--- src/rtl/uart_rx_fifo.sv ---
// 8N1 UART receiver feeding a first-word-fall-through byte FIFO.
// Framing and overrun errors are reported as one-cycle pulses.
module uart_rx_fifo #(
  parameter int CLOCK_HZ = 50000000,
  parameter int BAUD     = 115200,
  parameter int DEPTH    = 16
) (
  input  logic                     Clock,
  input  logic                     Reset,
  input  logic                     iRX,
  output logic [7:0]               oData,
  output logic                     oValid,
  input  logic                     iReady,
  output logic [$clog2(DEPTH):0]   oCount,
  output logic                     oFramingError,
  output logic                     oOverrun
);

  localparam int B     = CLOCK_HZ / BAUD;
  localparam int H     = B / 2;
  localparam int CNT_W = $clog2(B);
  localparam int AW    = $clog2(DEPTH);
  localparam int CW    = AW + 1;

  localparam logic [CNT_W-1:0] BIT_RELOAD  = CNT_W'(B - 1);
  localparam logic [CNT_W-1:0] HALF_RELOAD = CNT_W'(H - 1);
  localparam logic [CW-1:0]    FULL_COUNT  = CW'(DEPTH);

  typedef enum logic [2:0] {
    ST_IDLE,
    ST_START,
    ST_DATA,
    ST_STOP,
    ST_BREAK
  } state_t;

  // Two-flop synchroniser; idles high so reset never looks like a start bit.
  logic rx_meta_reg;
  logic rxs_reg;

  always_ff @(posedge Clock) begin
    if (Reset) begin
      rx_meta_reg <= 1'b1;
      rxs_reg     <= 1'b1;
    end else begin
      rx_meta_reg <= iRX;
      rxs_reg     <= rx_meta_reg;
    end
  end

  state_t           state_reg, state_next;
  logic [CNT_W-1:0] cnt_reg, cnt_next;
  logic [7:0]       shift_reg, shift_next;
  logic [2:0]       bit_idx_reg, bit_idx_next;
  logic             push_req;
  logic             frame_err;
  logic             baud_expired;

  assign baud_expired = (cnt_reg == '0);

  always_ff @(posedge Clock) begin
    if (Reset) begin
      state_reg   <= ST_IDLE;
      cnt_reg     <= '0;
      shift_reg   <= '0;
      bit_idx_reg <= '0;
    end else begin
      state_reg   <= state_next;
      cnt_reg     <= cnt_next;
      shift_reg   <= shift_next;
      bit_idx_reg <= bit_idx_next;
    end
  end

  always_comb begin
    state_next   = state_reg;
    cnt_next     = cnt_reg;
    shift_next   = shift_reg;
    bit_idx_next = bit_idx_reg;
    push_req     = 1'b0;
    frame_err    = 1'b0;

    if (!baud_expired) begin
      cnt_next = cnt_reg - 1'b1;
    end

    case (state_reg)
      ST_IDLE: begin
        if (!rxs_reg) begin
          cnt_next   = HALF_RELOAD;
          state_next = ST_START;
        end
      end
      ST_START: begin
        if (baud_expired) begin
          if (rxs_reg) begin
            state_next = ST_IDLE;
          end else begin
            cnt_next     = BIT_RELOAD;
            bit_idx_next = '0;
            state_next   = ST_DATA;
          end
        end
      end
      ST_DATA: begin
        if (baud_expired) begin
          shift_next   = {rxs_reg, shift_reg[7:1]};
          cnt_next     = BIT_RELOAD;
          bit_idx_next = bit_idx_reg + 1'b1;
          if (bit_idx_reg == 3'd7) begin
            state_next = ST_STOP;
          end
        end
      end
      ST_STOP: begin
        // Leaving mid-stop-bit lets the next start edge be caught immediately.
        if (baud_expired) begin
          if (rxs_reg) begin
            push_req   = 1'b1;
            state_next = ST_IDLE;
          end else begin
            frame_err  = 1'b1;
            state_next = ST_BREAK;
          end
        end
      end
      ST_BREAK: begin
        if (rxs_reg) begin
          state_next = ST_IDLE;
        end
      end
      default: state_next = ST_IDLE;
    endcase
  end

  // FIFO: circular buffer of per-entry registers with a combinational head.
  logic [7:0]    mem_reg [DEPTH];
  logic [AW-1:0] wr_ptr_reg, rd_ptr_reg;
  logic [CW-1:0] count_reg;
  logic [DEPTH-1:0] entry_we;
  logic          fifo_full;
  logic          pop;
  logic          push_en;
  logic          overrun_next;
  logic          frame_err_reg;
  logic          overrun_reg;

  assign fifo_full = (count_reg == FULL_COUNT);
  assign pop       = oValid && iReady;
  // A simultaneous pop frees a slot, so a full FIFO still accepts the byte.
  assign push_en      = push_req && (!fifo_full || pop);
  assign overrun_next = push_req && fifo_full && !pop;

  for (genvar gi = 0; gi < DEPTH; gi++) begin : g_entry_we
    assign entry_we[gi] = push_en && (wr_ptr_reg == AW'(gi));
  end

  always_ff @(posedge Clock) begin
    for (int i = 0; i < DEPTH; i++) begin
      if (entry_we[i]) begin
        mem_reg[i] <= shift_reg;
      end
    end
  end

  always_ff @(posedge Clock) begin
    if (Reset) begin
      wr_ptr_reg    <= '0;
      rd_ptr_reg    <= '0;
      count_reg     <= '0;
      frame_err_reg <= 1'b0;
      overrun_reg   <= 1'b0;
    end else begin
      if (push_en) begin
        wr_ptr_reg <= wr_ptr_reg + 1'b1;
      end
      if (pop) begin
        rd_ptr_reg <= rd_ptr_reg + 1'b1;
      end
      case ({push_en, pop})
        2'b10:   count_reg <= count_reg + 1'b1;
        2'b01:   count_reg <= count_reg - 1'b1;
        default: count_reg <= count_reg;
      endcase
      frame_err_reg <= frame_err;
      overrun_reg   <= overrun_next;
    end
  end

  assign oValid        = (count_reg != '0);
  assign oData         = oValid ? mem_reg[rd_ptr_reg] : 8'h00;
  assign oCount        = count_reg;
  assign oFramingError = frame_err_reg;
  assign oOverrun      = overrun_reg;

endmodule

--- config.mk ---
export PLATFORM = sky130hd
export DESIGN_NAME = uart_rx_fifo
export DESIGN_NICKNAME = d
export VERILOG_FILES = /design/src/rtl/uart_rx_fifo.sv
export SDC_FILE = /design/constraint.sdc
export NUM_CORES = 1
export LEC_CHECK = 0
export BUFFER_PORTS_ARGS = -buffer_cell sky130_fd_sc_hd__buf_2
export CAP_MARGIN = 20
export CORE_MARGIN = 8
export CORE_UTILIZATION = 38
export CTS_CLUSTER_SIZE = 16
export DETAILED_ROUTE_END_ITERATION = 6
export MAX_ROUTING_LAYER = met4
export PLACE_DENSITY = 0.61
export SLEW_MARGIN = 20
export SYNTH_ARGS = -nofsm -noshare
export SYNTH_HDL_FRONTEND = slang
export SYNTH_SLANG_ARGS = --single-unit
--- constraint.sdc ---
create_clock -name Clock -period 4.1 [get_ports Clock]
set_clock_uncertainty 0.15 [all_clocks]
set_input_delay 0 -clock Clock [delete_from_list [all_inputs] [get_ports Clock]]
set_output_delay 0 -clock Clock [all_outputs]
set_load 0.05 [all_outputs]
==> flow_metrics.tcl <==
set metrics [dict create \
    yosysWarningCount 0 \
    power_frac_comb_pct 31.0 \
    grt_remaining_overflow 0 \
    portBuffers 19 \
    antenna_found_initial 0 \
    crit_path_start "cnt_reg[0]$_SDFF_PP0_" \
    criticalPathCategory "reg2reg" \
    gr-usage-met1_pct 15.1 \
    reg2reg_depth 10 \
    synth_seq_cells 172 \
    slew_headroom_pct 44.2 \
    clock_path_buffers 2 \
    max-cap-violations 0 \
    hold_violations 0 \
    period_share_pct 76.5 \
    syn2layout_area_growth_pct 13.4 \
    drtPass1Iterations 4 \
    die_w_um 152 \
    synth_cell_type_count 48 \
    cts_buffers 17 \
    yosys.area_share.simple_pct 8.60 \
    drive_above_1_share_pct 22.6 \
    die_area_um2 23200 \
    synth_compound_area_share_pct 3.42 \
    drcViolationCount 0 \
    grt_use_met2_pct 20.0 \
    synth_area_per_cell_um2 16.2 \
    rsz0062_at_grt "no" \
    slew_violations 0 \
    vias_per_cell 5.16 \
    min_path_type "in2reg" \
    drtIter0Drc 217 \
    status "completed" \
    synth_nets 455 \
    pwr-share-seq_pct 40.3 \
    diodes 0 \
    start_kind "flop" \
    r2r_slack_ns 0.96 \
    drtAntennaViolNets 0 \
    yosysTopAreaCellShare_pct 54.4 \
    ys_seq_area_share_pct 66.9 \
    grt_util_all_layers_pct 12.5 \
    max_freq_mhz 319 \
    yosys.area.top_type "edfxtp_1" \
    boundaryPins 20 \
    root_buffer "clkbuf_16" \
    fin_setup_tns_ns 0 \
    crit_path_end "oCount[4]$_SDFFE_PP0P_" \
    fill_cells 1600 \
    synth_top_family_by_area "multiplexers" \
    largest_reg_flops 128 \
    gp_congestion 0.834 \
    syn_area_um2 7070 \
    worstPathArrival_ns 3.29 \
    cts_max_level 4 \
    start_util_pct 38.3 \
    synth_edf_count 128 \
    power.density_nw_per_um2 637 \
    drt-total-wl_um 13500 \
    p_sw_share_pct 33.5 \
    synth_most_common_cell "edfxtp_1" \
    critical_path_required_ns 4.25 \
    ys.flop_type "edfxtp_1" \
    vias 3672 \
    power.share.clock_pct 28.7 \
    cts.repair.resized 0 \
    async_reset_ff_share_pct 0 \
    fin_nets 483 \
    wl_per_cell_um 18.9 \
    worst_slew_pin_slew_ns 0.834 \
    power.internal_mw 3.39 \
    whs_ns 0.163 \
    clkSlewWorstSetupHoldPaths_ns 0.06 \
    clock-sinks 172 \
    endpoint_kind "flop" \
    num_rows 50 \
    dp.cells 677 \
    syn_inst 437 \
    synth_mux_area_share_pct 15.0 \
    first_global_vias 3842 \
    cts_tree "built" \
    core_um2 18500 \
    synth_common_cells "edfxtp_1 (128), nor2_1 (51), dfxtp_1 (44)" \
    r2r_end "oCount[4]$_SDFFE_PP0P_" \
    setup_viol 0 \
    hpwlAfterDp_um 8850 \
    fp.dieH_um 152 \
    path_max_fanout 4 \
    clock_latency_ns 0.42 \
    ir_worst_vdd_uv 296 \
    grt_pass1_wl_um 21700 \
    met3_usage_pct 3.77 \
    finish.utilization_pct 43.4 \
    grt_busiest_layer "met2" \
    synth_xor_area_share_pct 1.61 \
    final_cells 712 \
    reg2reg_from "cnt_reg[0]$_SDFF_PP0_" \
    grt_max_degree 43 \
    p_sw_mw 1.71 \
    period_minus_slack_ns 3.14 \
    p_leak_nw 2.65 \
    synthAdderAreaFrac_pct 2.58 \
    min_path_cells 3 \
    ys_top_cells_by_area "edfxtp_1 (54%), mux4_2 (13%), dfxtp_1 (12%)" \
]
-- placed cells by master, fill, tap and decap left out, drive strengths merged, types with 3 or more instances in the layout --
master       synthesis  routed
a21o                 3       3
a21oi               12      12
buf                  7      27
clkbuf              14      23
clkinv               0       3
clkinvlp             0       3
dfxtp               44      44
dlygate4sd3          0       3
edfxtp             128     128
ha                  13      13
inv                 12      15
mux2i               14      14
mux4                40      40
nand2               14      14
nand2b               5       5
nand3b               3       3
nor2                51      51
nor2b               12      12
nor3                 9       9
nor4                 6       6
or4                  4       4
xnor2                8       8
xor2                 5       5
-- what timing repair did --
item,in CTS,in global routing
endpoints found under the hold margin,19,0
setup buffers,0,0
hold buffers,3,0
-- how the worst min path moves through the flow --
| stage | to | startpoint | slack (ns) |
|---|---|---|---|
| final | rx_meta_reg$_SDFF_PP1_ | iRX | 0.16 |
| after global routing | rx_meta_reg$_SDFF_PP1_ | iRX | 0.14 |
| after CTS | rx_meta_reg$_SDFF_PP1_ | iRX | 0.13 |
| after detailed placement | rx_meta_reg$_SDFF_PP1_ | iRX | 0.04 |
| after global placement | rx_meta_reg$_SDFF_PP1_ | iRX | 0.03 |
| after floorplan | rx_meta_reg$_SDFF_PP1_ | iRX | -0.05 |
-- critical path, stage by stage (launching register included) --
cell and delay [ns]:
dfxtp_1 0.33, inv_1 0.11, ha_1 0.16, or4b_4 0.51, nor4_4 0.35, nor2_1 0.16
ha_1 0.34, nor2b_1 0.14, o21a_1 0.18, o31ai_1 0.23, mux2_2 0.36
-- power by group through the flow --
stage	Sequential (mW)	Combinational (mW)	Clock [mW]
2_1_floorplan	2.10	1.23	0
3_3_place_gp	2.09	1.58	0
3_5_place_dp	2.10	1.60	0
4_1_cts	2.06	1.61	1.50
5_1_grt	2.08	1.71	1.57
6_report	2.06	1.58	1.46
-- area by class of cell --
type	count	area (um^2)	area share, %
well taps	234	293	3.65
multi-input cells	232	2210	27.6
flip-flops and latches	172	4730	59.0
repair buffers	30	198	2.47
clock buffers	23	478	5.97
inverters	12	45.0	0.562
clock inverters	9	63.8	0.796
-- cells by family after synthesis --
group           after synthesis
compound gates               34
xor+xnor                     13
fa+ha+maj                    14
buf+inv                      33
flops                       172
mux                          56
simple gates                115
-- per-layer routing --
layer	share of wire (%)	vias up
li1	-	1735
met1	45	1849
met2	50	78
met3	4.3	10
met4	1.2	0
met5	0	-
-- through the flow --
step	cell area (um^2)	setup slack [ns]	total power [mW]
2_1_floorplan	7070	1.20	3.33
3_3_place_gp	7440	1.07	3.68
3_5_place_dp	7440	0.980	3.70
4_1_cts	8010	0.973	5.17
5_1_grt	8010	0.785	5.36
6_report	8010	0.964	5.10
Note: power is estimated with default switching activity, not from simulation.
